### config.mk
export PLATFORM = sky130hd
export DESIGN_NAME = ctrl_exposure_fsm
export DESIGN_NICKNAME = d
export VERILOG_FILES = /design/src/rtl/ctrl_exposure_fsm.sv
export SDC_FILE = /design/constraint.sdc
export NUM_CORES = 1
export LEC_CHECK = 0
export ABC_CLOCK_PERIOD_IN_PS = 1880
export CAP_MARGIN = 20
export CORE_UTILIZATION = 25
export DETAILED_ROUTE_END_ITERATION = 6
export GPL_TIMING_DRIVEN = 1
export MAX_ROUTING_LAYER = met4
export PLACE_DENSITY = 0.46
export RECOVER_POWER = 25
export SYNTH_ARGS = -nofsm -noshare
export SYNTH_HDL_FRONTEND = slang
export SYNTH_SLANG_ARGS = --single-unit
### constraint.sdc
create_clock -name Clk -period 1.88 [get_ports Clk]
set_input_delay 0.188 -clock Clk [delete_from_list [all_inputs] [get_ports Clk]]
set_output_delay 0.188 -clock Clk [all_outputs]
set_load 0.1 [all_outputs]
### src/rtl/ctrl_exposure_fsm.sv
// Camera frame sequencer: erase while idle, expose for a clamped number of cycles,
// then run the two-row NRE/ADC readout. Every output comes straight from a flop.
module ctrl_exposure_fsm #(
  parameter int unsigned EXT_W   = 6,
  parameter int unsigned EXT_MIN = 2,
  parameter int unsigned EXT_MAX = 30
) (
  input  logic             Clk,
  input  logic             Reset,
  input  logic             Init,
  input  logic [EXT_W-1:0] Ex_time,
  output logic             Erase,
  output logic             Expose,
  output logic             NRE_1,
  output logic             NRE_2,
  output logic             ADC,
  output logic             Busy,
  output logic             Done
);

  localparam int unsigned CNT_W   = $clog2(EXT_MAX + 1);
  localparam int unsigned RD_W    = 3;
  localparam int unsigned RD_LAST = 5;

  typedef enum logic [1:0] {
    IDLE   = 2'd0,
    EXPOSE = 2'd1,
    READ   = 2'd2
  } state_t;

  state_t           state;
  logic [CNT_W-1:0] ex_cnt;
  logic [RD_W-1:0]  rd_idx;
  logic [CNT_W-1:0] ex_clamped;

  // Exposure length limited to the supported window
  always_comb begin
    ex_clamped = CNT_W'(Ex_time);
    if (Ex_time < EXT_W'(EXT_MIN)) begin
      ex_clamped = CNT_W'(EXT_MIN);
    end else if (Ex_time > EXT_W'(EXT_MAX)) begin
      ex_clamped = CNT_W'(EXT_MAX);
    end
  end

  // Outputs are loaded with the values belonging to the state being entered,
  // so they line up with the state register without any decode after the flops.
  always_ff @(posedge Clk or posedge Reset) begin
    if (Reset) begin
      state  <= IDLE;
      ex_cnt <= '0;
      rd_idx <= '0;
      Erase  <= 1'b1;
      Expose <= 1'b0;
      NRE_1  <= 1'b1;
      NRE_2  <= 1'b1;
      ADC    <= 1'b0;
      Busy   <= 1'b0;
      Done   <= 1'b0;
    end else begin
      Erase  <= 1'b1;
      Expose <= 1'b0;
      NRE_1  <= 1'b1;
      NRE_2  <= 1'b1;
      ADC    <= 1'b0;
      Busy   <= 1'b0;
      Done   <= 1'b0;
      case (state)
        IDLE: begin
          if (Init) begin
            state  <= EXPOSE;
            ex_cnt <= ex_clamped - CNT_W'(1);
            Erase  <= 1'b0;
            Expose <= 1'b1;
            Busy   <= 1'b1;
          end
        end
        EXPOSE: begin
          Erase <= 1'b0;
          Busy  <= 1'b1;
          if (ex_cnt == '0) begin
            state  <= READ;
            rd_idx <= '0;
            NRE_1  <= 1'b0;
          end else begin
            ex_cnt <= ex_cnt - CNT_W'(1);
            Expose <= 1'b1;
          end
        end
        READ: begin
          Erase  <= 1'b0;
          Busy   <= 1'b1;
          rd_idx <= rd_idx + RD_W'(1);
          // rd_idx is the current step; outputs below are for the next step
          case (rd_idx)
            RD_W'(0): begin
              NRE_1 <= 1'b0;
              ADC   <= 1'b1;
            end
            RD_W'(1): ;
            RD_W'(2): NRE_2 <= 1'b0;
            RD_W'(3): begin
              NRE_2 <= 1'b0;
              ADC   <= 1'b1;
            end
            RD_W'(4): Done <= 1'b1;
            RD_W'(RD_LAST): begin
              state  <= IDLE;
              rd_idx <= '0;
              Erase  <= 1'b1;
              Busy   <= 1'b0;
            end
            default: begin
              state  <= IDLE;
              rd_idx <= '0;
              Erase  <= 1'b1;
              Busy   <= 1'b0;
            end
          endcase
        end
        default: state <= IDLE;
      endcase
    end
  end

endmodule

After elaboration in Yosys (flattened, before gate mapping):

Cells that the tools add are included.

* add/subtract/negate cells: 3
* order comparisons: 2
* equality and inequality tests: 10
* muxes and demuxes: 28
* reduce and logical (&&, ||, !) cells: 11

Operators by type and width (number)
* 5-bit 2-to-1 mux: 4
* 1-bit 2-to-1 mux: 12
* 5-bit case mux with 2 select lines: 1
* 5-bit by 1-bit subtractor with 5-bit output, second input constant: 2
* 2-bit != test, second input constant: 4
* 3-bit by 2-bit equality test with 1-bit output, second input constant: 2
* 6-bit by 5-bit greater-than comparator with 1-bit output, second input constant: 1
* 6-bit by 2-bit less-than comparator with 1-bit output, second input constant: 1
* 2-bit 2-to-1 mux: 3
* 3-bit 2-to-1 mux: 2
* 1-bit case mux with 3 select lines: 2
* 2-bit case mux with 3 select lines: 1
* 3-bit case mux with 2 select lines: 1
* 3-bit AND reduction: 2
* 5-bit zero test: 1
* 5-bit OR reduction: 1
* 1-bit case mux with 2 select lines: 2
* 2-bit nonzero test: 2
* 2-bit OR reduction: 2
* 3-bit by 1-bit adder with 3-bit output, second input constant: 1
* 3-bit by 1-bit equality test with 1-bit output, second input constant: 1
* 3-bit equality test, second input constant: 1
* 3-bit zero test: 1
* 2-bit by 1-bit equality test with 1-bit output, second input constant: 1
* 3 further kinds: 3

* bits of input ports: 9
* flip-flop bits (word level): 17
* output and inout bits: 7

Longest topological paths before layout:

Gate-level depths: netlist of run 1.

* depth after elaboration: 6
* depth in mapped cells: 9
* depth with buffers taken out: 8

Least setup slack after synthesis of run 1:

OpenSTA, ideal clock, no wires.

* path kind: register -> register
* start: register state[0]
* end: register ex_cnt[4]
* data required time: 1.744 ns
* cell stages (with the launch flop): 9
* path buffers: 1
* setup time: 0.136 ns
* clock period less this slack: 2.087 ns
* setup slack: -0.207 ns
* arrival: 1.951 ns
* path through: dfrtp_1 ha_1 buf_6 or2_1 o32ai_1 ha_1 nand3_1 mux2i_1 a21oi_1

* word-level cells in the longest chain between the ends: 3

Ends and longest elaborated chain
* from (decl): RTL line 31 `state_t state;`
* from (signal assigned): RTL line 50 `state <= IDLE;`
* from (signal assigned): RTL line 71 `state <= EXPOSE;`
* from (signal assigned): RTL line 82 `state <= READ;`
* 2-bit by 1-bit equality test with 1-bit output or 2-bit zero test (tied branches): RTL line 68 `case (state)`
* 2-bit != test (no source line) or 2-bit nonzero test (tied branches)
* 3-bit AND reduction (no source line)
* to (signal assigned): RTL line 72 `ex_cnt <= ex_clamped - CNT_W'(1);`
* to (signal assigned): RTL line 86 `ex_cnt <= ex_cnt - CNT_W'(1);`
* to (decl): RTL line 32 `logic [CNT_W-1:0] ex_cnt;`

Parallel ways exist; a longest one is shown, timed or not.
A chain may end at the register's enable or synchronous reset.

Worst setup path after layout of run 1:

* start: input port Ex_time[4]
* end: register ex_cnt[4]

* word-level cells in the longest chain between the ends: 6

Ends and longest elaborated chain
* from (decl): RTL line 11 `input logic [EXT_W-1:0] Ex_time,`
* 6-bit by 5-bit greater-than comparator with 1-bit output: RTL line 41 `end else if (Ex_time > EXT_W'(EXT_MAX)) begin`
* 5-bit 2-to-1 mux: RTL line 41
* 5-bit 2-to-1 mux *: RTL line 39 `if (Ex_time < EXT_W'(EXT_MIN)) begin`
* 5-bit by 1-bit subtractor with 5-bit output *: RTL line 72
* 5-bit 2-to-1 mux *: RTL line 70 `if (Init) begin`
* 5-bit case mux with 2 select lines *: RTL line 68

Mark *: on every way between the ends. The rest lies on a longest branch, timed or not. The select of a mux whose other input is x is not followed.

==> results of run 1 <==
==> stage by stage <==
step                      TNS, ns  utilization (%)  instance area, sq um  cells
after global placement     -0.450             35.5                  1350    174
after CTS                       0             36.7                  1400    178
final                           0             37.4                  1420    178
after global routing      -0.0254             37.4                  1420    178
after detailed placement   -0.539             35.5                  1350    174
after floorplan           -0.0251                -                  1070     99
==> final cells by class <==
class	count	area, sq um
fill	392	2380
multi-input combinational	72	622
sequential	17	429
timing repair buffer	28	230
tap	48	60.1
clock buffer	3	41.3
inverter	9	33.8
clock inverter	1	5.00
==> worst max path at each step <==
stage,start,end,slack (ns),cells after the start
2_1_floorplan,state[0],ex_cnt[4],-0.03,8
3_3_place_gp,Ex_time[4],ex_cnt[4],-0.18,7
3_5_place_dp,Ex_time[4],ex_cnt[4],-0.23,7
4_1_cts,Ex_time[4],ex_cnt[4],0.02,7
5_1_grt,state[1],ex_cnt[4],-0.02,8
6_report,Ex_time[4],ex_cnt[4],0.07,7
==> cells in the final DEF, fill, tap and decap left out, types with 2 or more instances in the layout <==
master and n:
nor3_1 3, inv_1 8, a31oi_1 4, nand3_1 2, nor2_1 6, dfstp_2 3
o211ai_1 2, o21a_1 2, ha_4 2, or4_4 2, nand3_2 2, nand2_1 4
dfrtp_1 14, clkdlybuf4s50_1 7, a21oi_1 6, o22ai_1 2, clkbuf_8 3, buf_4 20
nor2b_1 2, o21ai_0 4, ha_1 8
==> what timing repair did <==
action,in CTS,in global routing
endpoints found under the setup margin,0,4
gates resized for setup,0,4
hold buffers,0,0
==> metal layers <==
| layer | vias to the layer above | part of all wire, % |
|---|---|---|
| li1 | 423 | - |
| met1 | 413 | 48 |
| met2 | 23 | 46 |
| met3 | 4 | 3.8 |
| met4 | 0 | 1.9 |
| met5 | - | 0 |
==> report_power, final <==
group	switching [mW]	internal (mW)
Combinational	0.706	0.450
Sequential	0.0854	0.476
Clock	0.129	0.147
==> cells by family after synthesis <==
| kind of cell | after synthesis |
|---|---|
| xor gates and xnor gates | 2 |
| DFF | 17 |
| AOI/OAI and AO/OA | 30 |
| muxes | 2 |
| and+or+nand+nor | 28 |
| buffers and inverters | 10 |
| adders and majority gates | 10 |
==> state kept, by name, summed over array words and instances, names as in the netlist <==
name and cells:
Busy 1, Expose 1, NRE_1 1, Erase 1, ADC 1, rd_idx 3, Done 1, ex_cnt 5
state 2, NRE_2 1
==> results.json, run 1 <==
{
  "syn2layout_area_growth_pct": 38.2,
  "grt_pass1_wl_microns": 3520,
  "hp-class": "input pin to asynchronous set/reset pin",
  "synth_area_leader_cell": "dfrtp_1",
  "cp_cell_sequence": "clkdlybuf4s50_1 > or4_4 > a32oi_4 > ha_4 > nand3_2 > mux2i_1 > a21oi_1",
  "crit_buf_inv": 1,
  "cts_buffer_depth": 2,
  "min_period_ns": 1.81,
  "met2_usage_pct": 15.8,
  "synth_area_leaders": "dfrtp_1, ha_1, dfstp_2",
  "synthAdderAreaFrac_pct": 12.2,
  "cts.sinks": 17,
  "critPathArrivalTime_ns": 1.94,
  "tightest_slew_ns": 0.685,
  "route.vias.total": 863,
  "clockRootBuffer": "clkbuf_8",
  "synth_edf_count": 0,
  "numPortBuffers": 15,
  "postRouteAntennaNets": 0,
  "critPathKind": "input pin to flip-flop",
  "synth_nets": 118,
  "synthMostInstantiatedCell": "dfrtp_1",
  "syn_avg_cell_area_sq_um": 10.4,
  "routedWlPerCell_microns": 12.5,
  "die_w_microns": 66.1,
  "antenna_found_initial": 0,
  "crit_path_start_kind": "input pin",
  "synth_cells": 99,
  "power_density_nw_per_um2": 1400,
  "fmax_mhz": 554,
  "finalPower_mw": 1.99,
  "period_share_pct": 96.0,
  "drv_cap": 0,
  "r2r-end": "ex_cnt[4]",
  "synth_top_family_by_area": "compound AO/OA/AOI/OAI gates",
  "hold_viol": 0,
  "syn_area_sq_um": 1030,
  "synth_common_cells": "dfrtp_1, ha_1, inv_1",
  "first_pass_iters": 6,
  "gp_congestion": 0.837,
  "wirelength_microns": 2230,
  "clk_latency_ns": 0.25,
  "critPathMaxStageDelay_ns": 0.56,
  "grt_pass1_vias": 770,
  "row_count": 22,
  "path_max_fanout": 4,
  "ys_seq_elements": 17,
  "slowest_stage": "or4_4",
  "status": "finished, final reports clean",
  "finalMaxSlewViolations": 0,
  "yosysSeqAreaShare_pct": 41.7,
  "yosysUniqueCellTypes": 38,
  "nets": 150,
  "grt_max_degree": 18,
  "vias_per_cell": 4.85,
  "peakVddDrop_v": 0.000331,
  "numCtsBuffers": 3,
  "synth_flop_cell": "dfrtp_1",
  "die_h_microns": 66.1,
  "grt-ovfl-total": 0,
  "pre_cts_slack_ns": -0.230,
  "rr_worst_depth": 8,
  "yosys_warnings": 0,
  "whs_ns": 0.481,
  "clk_pin_slew_worst_paths_ns": 0.07,
  "route.detailed.drc": 0,
  "grt_usage_pct": 10.8,
  "post_cts_buffers": 0,
  "place_hpwl_microns": 1640,
  "initial_core_util_pct": 27.1,
  "drtIter0Drc": 50,
  "r2r-start": "state[1]",
  "globalRouteMet1Util_pct": 14.4,
  "drive_gt1_share_pct": 34.6,
  "gr-usage-met3_pct": 2.07,
  "ioPinCount": 16,
  "rsz0062_at_grt": "yes",
  "setup_viol": 0,
  "fin_ws_ns": 0.0749,
  "ff2ff_setup_slack_ns": 0.09,
  "cts_tree": "done",
  "htreeDepth": 1,
  "synth-simple-area-share_pct": 16.1,
  "grt-busiest-layer": "met2",
  "cp-end-kind": "flip-flop",
  "diodes": 0,
  "path_delay_family": "simple AND/OR/NAND/NOR gates",
  "power.leakage_nw": 0.597,
  "maxSlewHeadroom_pct": 54.3,
  "cp.required_ns": 2.02,
  "async_reset_ff_share_pct": 100,
  "skew_ns": 0.00152,
  "synth_top_area_share_pct": 34.1,
  "muxShareOfSynthArea_pct": 2.07,
  "synth-xor-area-share_pct": 1.70,
  "core_sq_um": 3800,
  "synth_compound_area_share_pct": 21.9,
  "dieArea_sq_um": 4370
}
Power figures use the tool's default switching activity.
==> run 2, diff against run 1 <==
- CORE_UTILIZATION: 25 -> 47
- PLACE_DENSITY: 0.46 -> 0.75
- SLEW_MARGIN: default -> 10
==> run 2 against run 1 <==
Net effect:
- clock power shrank 27%
- sequential share of layout area grew 0.82 points
- non-clock buffer count grew 1
- hold slack lost 0.088 ns
- via count shrank 2.7%
- highest routed layer unchanged
==> results.json, run 2 (same netlist as run 1, synthesis figures left out) <==
{
  "hp-class": "input pin to asynchronous set/reset pin",
  "dieArea_sq_um": 2380,
  "finalPower_mw": 1.95,
  "period_share_pct": 97.9,
  "cts_hold_buf": 0,
  "wirelength_microns": 2070,
  "path_delay_family": "compound AO/OA/AOI/OAI gates",
  "status": "finished, final reports clean",
  "comb_power_share_pct": 60.8,
  "maxSlewHeadroom_pct": 58.3,
  "tightest_slew_ns": 0.625,
  "p_seq_share_pct": 28.9,
  "clk_latency_ns": 0.29,
  "fmax_mhz": 543,
  "nets": 151,
  "diodes": 0,
  "grt_usage_pct": 19.7,
  "antenna_found_initial": 0,
  "power.leakage_nw": 0.594,
  "cts.sinks": 17,
  "row_count": 16,
  "routedWlPerCell_microns": 13.1,
  "critPathMaxStageDelay_ns": 0.38,
  "route.vias.total": 840,
  "critPathKind": "flip-flop to flip-flop",
  "tns_ns": 0,
  "htreeDepth": 1,
  "cp.required_ns": 2.07,
  "setup_viol": 0,
  "crit_buf_inv": 1,
  "crit_path_start_kind": "flip-flop",
  "syn2layout_area_growth_pct": 34.6,
  "cp-end-kind": "flip-flop",
  "rsz0062_at_grt": "yes",
  "cp_cell_sequence": "inv_2 > ha_4 > or2_4 > o32ai_4 > ha_4 > nand3_2 > mux2i_1 > a21oi_1",
  "largest_reg_flops": 5,
  "gp_congestion": 0.866,
  "top_regs": "ex_cnt (5), rd_idx (3), state (2)",
  "peakVddDrop_v": 0.000924,
  "regMostFlops": "ex_cnt",
  "grt_pass1_wl_microns": 3470,
  "intPower_mw": 1.03,
  "path_max_fanout": 6,
  "grt-ovfl-total": 0,
  "grt_max_degree": 18,
  "first_pass_iters": 4,
  "numCtsBuffers": 3,
  "sw_frac_of_total_pct": 47.3,
  "cts_buffer_depth": 2,
  "hold_viol": 0,
  "die_w_microns": 48.8,
  "finalMaxSlewViolations": 0,
  "drive_gt1_share_pct": 35.1,
  "postRouteAntennaNets": 0,
  "cpMostUsedCell": "ha_4",
  "p_switching_mw": 0.921,
  "core_sq_um": 2000,
  "p_clk_share_pct": 10.3,
  "min_period_ns": 1.84,
  "drv_cap": 0,
  "drtIter0Drc": 12,
  "grt_pass1_vias": 828,
  "place_hpwl_microns": 1620,
  "clockRootBuffer": "clkbuf_4",
  "cts_tree": "done",
  "ioPinCount": 16,
  "critPathArrivalTime_ns": 2.03,
  "initial_core_util_pct": 51.4,
  "vias_per_cell": 5.32,
  "final_common_cell": "buf_4",
  "route.detailed.drc": 0,
  "numPortBuffers": 15,
  "clk_pin_slew_worst_paths_ns": 0.10,
  "power_density_nw_per_um2": 1410,
  "slowest_stage": "dfrtp_1",
  "skew_ns": 0.00184,
  "die_h_microns": 48.8,
  "most-common-layout-cells": "buf_4, dfrtp_1, inv_1, ha_1, clkdlybuf4s50_1"
}
==> run 2: metrics by stage <==
step | utilization [%] | setup WS (ns) | instances | cell area, sq um | hold slack, ns
final | 69.1 | 0.0388 | 158 | 1380 | 0.394
after global routing | 69.1 | -0.0400 | 158 | 1380 | 0.481
after CTS | 67.6 | 0.0203 | 156 | 1350 | 0.279
after detailed placement | 65.3 | -0.304 | 151 | 1310 | 0.574
after global placement | 65.3 | -0.170 | 151 | 1310 | 0.560
after floorplan | - | -0.0251 | 99 | 1070 | 0.112
==> run 2: final cells by class <==
type                            count  area, sq um
Clock buffer                        3         22.5
Clock inverter                      1         5.00
Fill cell                         153          618
Inverter                            9         33.8
Multi-Input combinational cell     72          622
Sequential cell                    17          429
Tap cell                           27         33.8
Timing Repair Buffer               29          238
==> run 2: power groups by stage <==
stage / combinational, mW / clock (mW) / sequential, mW
floorplan: 0.532 / 0 / 0.832
global placement: 1.09 / 0 / 0.563
detailed placement: 1.11 / 0 / 0.567
CTS: 1.14 / 0.204 / 0.559
global route: 1.28 / 0.220 / 0.572
finish: 1.19 / 0.201 / 0.562
==> run 2: final timing paths <==
check                          from        end  slack (ns)  cells after the start
setup reg to reg           state[1]  ex_cnt[4]        0.04                      8
setup / recovery           state[1]  ex_cnt[4]        0.04                      8
max in group asynchronous     Reset   state[0]        1.08                      2
hold / removal                Reset  rd_idx[1]        0.39                      2
min in group Clk               Init     Expose        0.57                      3
hold reg to reg            state[1]   state[1]        0.60                      2
==> run 2: worst reg2reg max path: cells and delay by family, from the launching register on <==
family / cells / cell delay [ns]
muxes: 1 / 0.18
AOI/OAI and AO/OA: 2 / 0.41
and+or+nand+nor: 2 / 0.32
adders and majority gates: 2 / 0.39
DFF: 1 / 0.38
buffers and inverters: 1 / 0.07
==> run 2: what timing repair did <==
action / in CTS / in global routing
pin swaps: 0 / 3
buffers inserted: 1 / 2
endpoints found under the setup margin: 1 / 4
gates resized for setup: 1 / 3
gates cloned: 0 / 0
==> run 2: routing by layer <==
layer	share of wire, %	vias up	global-route usage [%]
met2	52	16	33.3
met3	2.6	5	3.12
met1	44	398	21.9
met5	0	-	-
li1	-	421	-
met4	1.9	0	11.8
